[config.mk]
export PLATFORM = sky130hd
export DESIGN_NAME = gemm_loop_sequencer
export DESIGN_NICKNAME = d
export VERILOG_FILES = /design/src/rtl/gemm_pkg.sv /design/src/rtl/gemm_seq_delay.sv /design/src/rtl/gemm_loop_sequencer.sv
export SDC_FILE = /design/constraint.sdc
export NUM_CORES = 1
export LEC_CHECK = 0
export BUFFER_PORTS_ARGS = -buffer_cell sky130_fd_sc_hd__buf_2
export CORE_UTILIZATION = 45
export DETAILED_ROUTE_END_ITERATION = 10
export GPL_TIMING_DRIVEN = 0
export PLACE_DENSITY = 0.69
export SLEW_MARGIN = 20
export SYNTH_ARGS = -nofsm -noshare
export SYNTH_HDL_FRONTEND = slang
export SYNTH_SLANG_ARGS = --single-unit
export TNS_END_PERCENT = 100
[constraint.sdc]
create_clock -name clk -period 6.3 [get_ports clk]
set_input_delay 1.26 -clock clk [delete_from_list [all_inputs] [get_ports clk]]
set_output_delay 1.26 -clock clk [all_outputs]
set_load 0.005 [all_outputs]
[src/rtl/gemm_pkg.sv]
// Shared state type, address type and counter sizing for the GEMM loop sequencer.
package gemm_pkg;

  localparam int GEMM_ADDR_WIDTH  = 16;
  localparam int GEMM_MATRIX_SIZE = 32;
  localparam int CNT_W            = $clog2(GEMM_MATRIX_SIZE);

  typedef enum logic [1:0] {
    IDLE  = 2'd0,
    RUN   = 2'd1,
    DRAIN = 2'd2,
    DONE  = 2'd3
  } gemm_seq_state_t;

  typedef logic [GEMM_ADDR_WIDTH-1:0] gemm_addr_t;

  // Loop-counter width for an arbitrary matrix size; never narrower than one bit.
  function automatic int gemm_cnt_width(input int n);
    return (n > 1) ? $clog2(n) : 1;
  endfunction

endpackage

[src/rtl/gemm_seq_delay.sv]
// Valid + payload shift register of DEPTH stages; shifts every cycle, flush clears all stages.
module gemm_seq_delay #(
  parameter int DEPTH = 3,
  parameter int WIDTH = 16
) (
  input  logic             clk,
  input  logic             reset,
  input  logic             flush_i,
  input  logic             valid_i,
  input  logic [WIDTH-1:0] data_i,
  output logic             valid_o,
  output logic [WIDTH-1:0] data_o,
  output logic             pending_o
);

  // occ_d[0] is the incoming slot, occ_d[s+1] is stage s.
  logic [DEPTH:0] occ_d;

  assign occ_d[0] = valid_i;

  genvar gi;
  generate
    for (gi = 0; gi < DEPTH; gi++) begin : g_stage
      logic             valid_q;
      logic [WIDTH-1:0] data_q;
      logic             valid_in_d;
      logic [WIDTH-1:0] data_in_d;

      if (gi == 0) begin : g_head
        assign valid_in_d = valid_i;
        assign data_in_d  = data_i;
      end else begin : g_body
        assign valid_in_d = g_stage[gi-1].valid_q;
        assign data_in_d  = g_stage[gi-1].data_q;
      end

      always_ff @(posedge clk or posedge reset) begin
        if (reset) begin
          valid_q <= 1'b0;
          data_q  <= '0;
        end else if (flush_i) begin
          valid_q <= 1'b0;
          data_q  <= '0;
        end else begin
          valid_q <= valid_in_d;
          data_q  <= data_in_d;
        end
      end

      assign occ_d[gi+1] = valid_q;
    end
  endgenerate

  assign valid_o = g_stage[DEPTH-1].valid_q;
  assign data_o  = g_stage[DEPTH-1].data_q;

  // True while something other than the output stage will still be in flight after the next shift.
  assign pending_o = |occ_d[DEPTH-1:0];

endmodule

[src/rtl/gemm_loop_sequencer.sv]
// i/j/k loop-nest sequencer for C = A*B over row-major memories, with a C write-back delay line.
// Optional GEMM_SEQ_PERF_EN adds perf_stall_cycles (RUN cycles with rd_ready low).
module gemm_loop_sequencer
  import gemm_pkg::*;
#(
  parameter int DATA_WIDTH  = 16,
  parameter int ADDR_WIDTH  = 16,
  parameter int MATRIX_SIZE = 32,
  parameter int MAC_LAT     = 3
) (
  input  logic                  clk,
  input  logic                  reset,
  input  logic                  start,
  input  logic                  abort,
  input  logic                  rd_ready,
  output logic                  busy,
  output logic                  done,
  output logic                  rd_en,
  output logic [ADDR_WIDTH-1:0] a_addr,
  output logic [ADDR_WIDTH-1:0] b_addr,
  output logic                  mac_first,
  output logic                  c_wr_en,
  output logic [ADDR_WIDTH-1:0] c_addr
`ifdef GEMM_SEQ_PERF_EN
  ,
  output logic [31:0]           perf_stall_cycles
`endif
);

  localparam int CW = gemm_cnt_width(MATRIX_SIZE);
  localparam logic [CW-1:0]         LAST_IDX = CW'(MATRIX_SIZE - 1);
  localparam logic [ADDR_WIDTH-1:0] N_ADDR   = ADDR_WIDTH'(MATRIX_SIZE);
  localparam bit PARAMS_OK = (DATA_WIDTH > 0) && (MATRIX_SIZE >= 2) && (MAC_LAT >= 1) &&
                             ((longint'(MATRIX_SIZE) * MATRIX_SIZE) <= (longint'(1) << ADDR_WIDTH));

  generate
    if (!PARAMS_OK) begin : g_param_check
      $error("gemm_loop_sequencer: illegal DATA_WIDTH/MATRIX_SIZE/MAC_LAT/ADDR_WIDTH combination");
    end
  endgenerate

  gemm_seq_state_t state_q;
  logic [CW-1:0]         i_q, j_q, k_q;
  logic [ADDR_WIDTH-1:0] a_base_q;   // i*N
  logic [ADDR_WIDTH-1:0] b_base_q;   // k*N
  logic                  busy_q, done_q, rd_en_q, mac_first_q, last_k_q;
  logic [ADDR_WIDTH-1:0] a_addr_q, b_addr_q, c_pend_q;

  logic issue_d, k_last_d, j_last_d, i_last_d;
  logic dly_valid_d, dly_pending_d;
  logic [ADDR_WIDTH-1:0] dly_addr_d;

  assign issue_d  = (state_q == RUN) && rd_ready && !abort;
  assign k_last_d = (k_q == LAST_IDX);
  assign j_last_d = (j_q == LAST_IDX);
  assign i_last_d = (i_q == LAST_IDX);

  always_ff @(posedge clk or posedge reset) begin
    if (reset) begin
      state_q     <= IDLE;
      i_q         <= '0;
      j_q         <= '0;
      k_q         <= '0;
      a_base_q    <= '0;
      b_base_q    <= '0;
      busy_q      <= 1'b0;
      done_q      <= 1'b0;
      rd_en_q     <= 1'b0;
      mac_first_q <= 1'b0;
      last_k_q    <= 1'b0;
      a_addr_q    <= '0;
      b_addr_q    <= '0;
      c_pend_q    <= '0;
    end else begin
      rd_en_q     <= issue_d;
      mac_first_q <= issue_d && (k_q == '0);
      last_k_q    <= issue_d && k_last_d;
      done_q      <= 1'b0;
      if (issue_d) begin
        a_addr_q <= a_base_q + ADDR_WIDTH'(k_q);
        b_addr_q <= b_base_q + ADDR_WIDTH'(j_q);
        c_pend_q <= a_base_q + ADDR_WIDTH'(j_q);
      end

      // abort wins over start and over every in-flight state.
      if (abort) begin
        state_q <= IDLE;
        busy_q  <= 1'b0;
      end else begin
        case (state_q)
          IDLE: begin
            if (start) begin
              state_q  <= RUN;
              busy_q   <= 1'b1;
              i_q      <= '0;
              j_q      <= '0;
              k_q      <= '0;
              a_base_q <= '0;
              b_base_q <= '0;
            end
          end
          RUN: begin
            if (rd_ready) begin
              if (!k_last_d) begin
                k_q      <= k_q + CW'(1);
                b_base_q <= b_base_q + N_ADDR;
              end else begin
                k_q      <= '0;
                b_base_q <= '0;
                if (!j_last_d) begin
                  j_q <= j_q + CW'(1);
                end else begin
                  j_q <= '0;
                  if (!i_last_d) begin
                    i_q      <= i_q + CW'(1);
                    a_base_q <= a_base_q + N_ADDR;
                  end else begin
                    i_q      <= '0;
                    a_base_q <= '0;
                    state_q  <= DRAIN;
                  end
                end
              end
            end
          end
          DRAIN: begin
            if (!dly_pending_d) begin
              state_q <= DONE;
              done_q  <= 1'b1;
            end
          end
          DONE: begin
            state_q <= IDLE;
            busy_q  <= 1'b0;
          end
          default: state_q <= IDLE;
        endcase
      end
    end
  end

  // Retire path: an element completes MAC_LAT cycles after its k == N-1 read is presented.
  gemm_seq_delay #(
    .DEPTH (MAC_LAT),
    .WIDTH (ADDR_WIDTH)
  ) u_c_delay (
    .clk       (clk),
    .reset     (reset),
    .flush_i   (abort),
    .valid_i   (last_k_q),
    .data_i    (c_pend_q),
    .valid_o   (dly_valid_d),
    .data_o    (dly_addr_d),
    .pending_o (dly_pending_d)
  );

`ifdef GEMM_SEQ_PERF_EN
  logic [31:0] stall_cnt_q;

  always_ff @(posedge clk or posedge reset) begin
    if (reset) begin
      stall_cnt_q <= '0;
    end else if ((state_q == IDLE) && start && !abort) begin
      stall_cnt_q <= '0;
    end else if ((state_q == RUN) && !rd_ready && (stall_cnt_q != '1)) begin
      stall_cnt_q <= stall_cnt_q + 32'd1;
    end
  end

  assign perf_stall_cycles = stall_cnt_q;
`endif

  assign busy      = busy_q;
  assign done      = done_q;
  assign rd_en     = rd_en_q;
  assign a_addr    = a_addr_q;
  assign b_addr    = b_addr_q;
  assign mac_first = mac_first_q;
  assign c_wr_en   = dly_valid_d;
  assign c_addr    = dly_addr_d;

endmodule

==> flow_metrics.tcl <==
set metrics [dict create \
    place.detailed.hpwl_mm 7.61 \
    power_frac_clock_pct 41.4 \
    grt_pass1_vias 3998 \
    ys_seq_area_share_pct 60.4 \
    fillers 1098 \
    grt_max_degree 114 \
    whs_ns 0.455 \
    power_frac_seq_pct 43.3 \
    cts_max_path_buffers 2 \
    drv_cap 0 \
    path_class "primary input to flip-flop" \
    required_ns 6.66 \
    clock-sinks 138 \
    cts_tree "done" \
    initialDrtViolationCount 320 \
    rsz0062_at_grt "no" \
    synth_area_sq_um 5710 \
    grt_usage_pct 19.6 \
    synth-seq-cells 138 \
    start_util_pct 46.8 \
    vias 4107 \
    peakVddDrop_v 0.000184 \
    die_h_um 115 \
    core-area_sq_um 12200 \
    dieWidth_um 115 \
    gp_congestion 0.868 \
    syn-instance-count 557 \
    status "finished clean" \
    fin_ws_ns 3.67 \
    syn_to_final_growth_pct 19.2 \
    insertion_delay_ns 0.42 \
    powerDensity_nw_per_um2 333 \
    ant_nets 0 \
    finalHoldViolCount 0 \
    finalCritPeriodShare_pct 41.7 \
    die_area_sq_um 13200 \
    syn_avg_cell_area_sq_um 10.3 \
    critPathCaptureType "flip-flop" \
    viasPerCell 5.04 \
    fin_util_pct 55.8 \
    multi_input_area_sq_um 2060 \
    fin_cells 815 \
    overflow 0 \
    min_period_ns 2.63 \
    min_path_type "flip-flop to flip-flop" \
    n_antenna_cell 0 \
    place_ws_ns 3.29 \
    critPathLaunchType "primary input" \
    synth_top_area_share_pct 60.4 \
    crit_fanout 10 \
    slew_headroom_pct 42.5 \
    synth_warnings 0 \
    post_cts_resized 0 \
    io-pin-count 58 \
    placementRows 40 \
    p_leak_uw 0.00347 \
    max_freq_mhz 381 \
    cts_setup_buffers 0 \
    first_pass_iters 4 \
    wire_per_inst_um 14.0 \
    place_inst 783 \
    yosys.cell_types.count 49 \
    tightest_slew_ns 0.855 \
    final_net_count 653 \
    ys_top_cells_by_area "dfrtp_1 60%, nand2_1 9.0%, nor2b_1 5.9%" \
    drc 0 \
    antenna_found_initial 0 \
    syn_nets 576 \
    cts.clk_slew.worst_paths_ns 0.06 \
    drive_gt1_share_pct 15.9 \
    regArea_sq_um 3450 \
    io_buffers 57 \
    switching_share_pct 29.5 \
    clock-root-buffer "clkbuf_16" \
    grt_first_pass_wirelength_mm 19.5 \
    cts_max_level 4 \
    p_sw_uw 669 \
    finalClockSkew_ns 0.0110 \
    hold_buffers 0 \
    yosysTopAreaCell "dfrtp_1" \
    crit_arrival_ns 2.98 \
    intPower_uw 1600 \
    finalMaxSlewViolations 0 \
    detail_route.wirelength_mm 11.4 \
    cts_made_buffers 17 \
    setup-violations-final 0 \
    power_frac_comb_pct 15.2 \
]
## worst max-delay path, stage by stage
cell and delay [ns]:
buf_2 0.11, nor2b_1 0.10, clkbuf_1 0.30, or3_1 0.17, clkbuf_1 0.37, clkbuf_1 0.44
o21ai_1 0.13, nand2_1 0.09
## cells by family after synthesis
| family | count (synthesis) | synth area share (%) |
|---|---|---|
| adder cells (fa/ha/maj) | 14 | 3.07 |
| flip-flops | 138 | 60.4 |
| AO/OA/AOI/OAI | 85 | 9.13 |
| AND/OR/NAND/NOR | 262 | 22.2 |
| other | 1 | 0.0656 |
| XOR/XNOR | 8 | 1.23 |
| buffers and inverters | 47 | 3.52 |
| multiplexers | 2 | 0.350 |
## power groups by stage
| stage | combinational [uW] | clock [uW] | sequential (uW) |
|---|---|---|---|
| floorplan | 236 | 0 | 990 |
| global placement | 334 | 0 | 993 |
| detailed placement | 345 | 0 | 997 |
| CTS | 350 | 955 | 983 |
| global route | 397 | 999 | 990 |
| finish | 345 | 940 | 982 |
## metrics by stage
stage / TNS (ns) / area, sq um / power [uW]
2_1_floorplan: 0 / 5710 / 1230
3_3_place_gp: -0.0129 / 6210 / 1330
3_5_place_dp: 0 / 6240 / 1340
4_1_cts: 0 / 6810 / 2290
5_1_grt: 0 / 6810 / 2390
6_report: 0 / 6810 / 2270
## synth_stat cells, drive strengths merged
cell     number
o31ai         4
and2          2
o31a          1
dfrtp       138
o311a         2
nand4         7
xnor2         6
a31oi         5
mux2i         2
a221oi        1
o2bb2ai       2
xor2          2
nor4          7
clkbuf       30
nand2       137
or3           5
nor2         12
o21a          1
or2           1
inv           9
nand3        14
a21o          1
and4          3
nand3b        1
a41oi         1
conb          1
nor3b         1
nand2b        6
ha           14
nand4b        2
buf           8
o41ai         2
a22o          3
and3          6
nor2b        54
o22ai         1
or4           2
o21ai        51
o21bai        2
a221o         1
a2111o        1
a21oi         6
nor3          2
## layout by cell type (no fill, tap or decap), drive strengths merged, types with 2 or more instances in the layout
master    synthesis  layout
clkbuf           30      50
xor2              2       2
nand2           137     137
o2bb2ai           2       2
nor4              7       7
or3               5       5
o41ai             2       2
ha               14      14
nor2b            54      54
xnor2             6       6
clkinv            0       2
a21oi             6       6
nand3            14      14
nor3              2       2
and2              2       2
o21ai            51      51
nor2             12      12
nand2b            6       6
a31oi             5       5
mux2i             2       2
or4               2       2
and3              6       6
nand4b            2       2
o31ai             4       4
buf               8      66
dfrtp           138     138
clkinvlp          0       2
nand4             7       7
and4              3       3
inv               9      17
a22o              3       3
o21bai            2       2
o311a             2       2
## routing by layer
metal	track usage, %	routed length (um)	vias up
met5	0	0	-
met4	8.31	170	0
met3	5.19	506	13
met2	31.5	5500	102
met1	25.1	5220	1984
li1	-	-	2008
## sequential cells by signal, summed over array words and instances (netlist names), 2 cells and up
signal / flops
c_pend_q: 11
u_c_delay.data_o: 16
i_q: 5
u_c_delay.g_stage.valid_q: 2
state_q: 2
b_base_q: 11
j_q: 5
u_c_delay.g_stage.data_q: 32
k_q: 5
b_addr: 16
a_addr: 16
a_base_q: 11
## path summary, 6_finish.rpt
| path | from | end | slack [ns] | depth (start not counted) |
|---|---|---|---|---|
| max | start | j_q[1]$_DFFE_PP0P_ | 3.67 | 8 |
| min | u_c_delay.g_stage[0].data_q[8]$_DFF_PP0_ | u_c_delay.g_stage[1].data_q[8]$_DFF_PP0_ | 0.45 | 1 |
| max reg2reg | i_q[0]$_DFFE_PP0P_ | a_base_q[15]$_DFFE_PP0P_ | 3.71 | 8 |
| min reg2reg | u_c_delay.g_stage[0].data_q[8]$_DFF_PP0_ | u_c_delay.g_stage[1].data_q[8]$_DFF_PP0_ | 0.45 | 1 |
| max in group asynchronous | reset | c_pend_q[8]$_DFFE_PP0P_ | 4.76 | 3 |
| min in group asynchronous | reset | u_c_delay.valid_o$_DFF_PP0_ | 0.78 | 2 |
## layout make-up
type	count	share of cell area (%)
plain buffers	38	2.46
clock buffers	20	6.85
clock inverters	12	1.51
inverters	9	0.606
multi-input cells	372	30.2
flip-flops and latches	138	50.7
well taps	168	3.08
repair buffers	58	4.59
(Power assumes the default switching activity.)
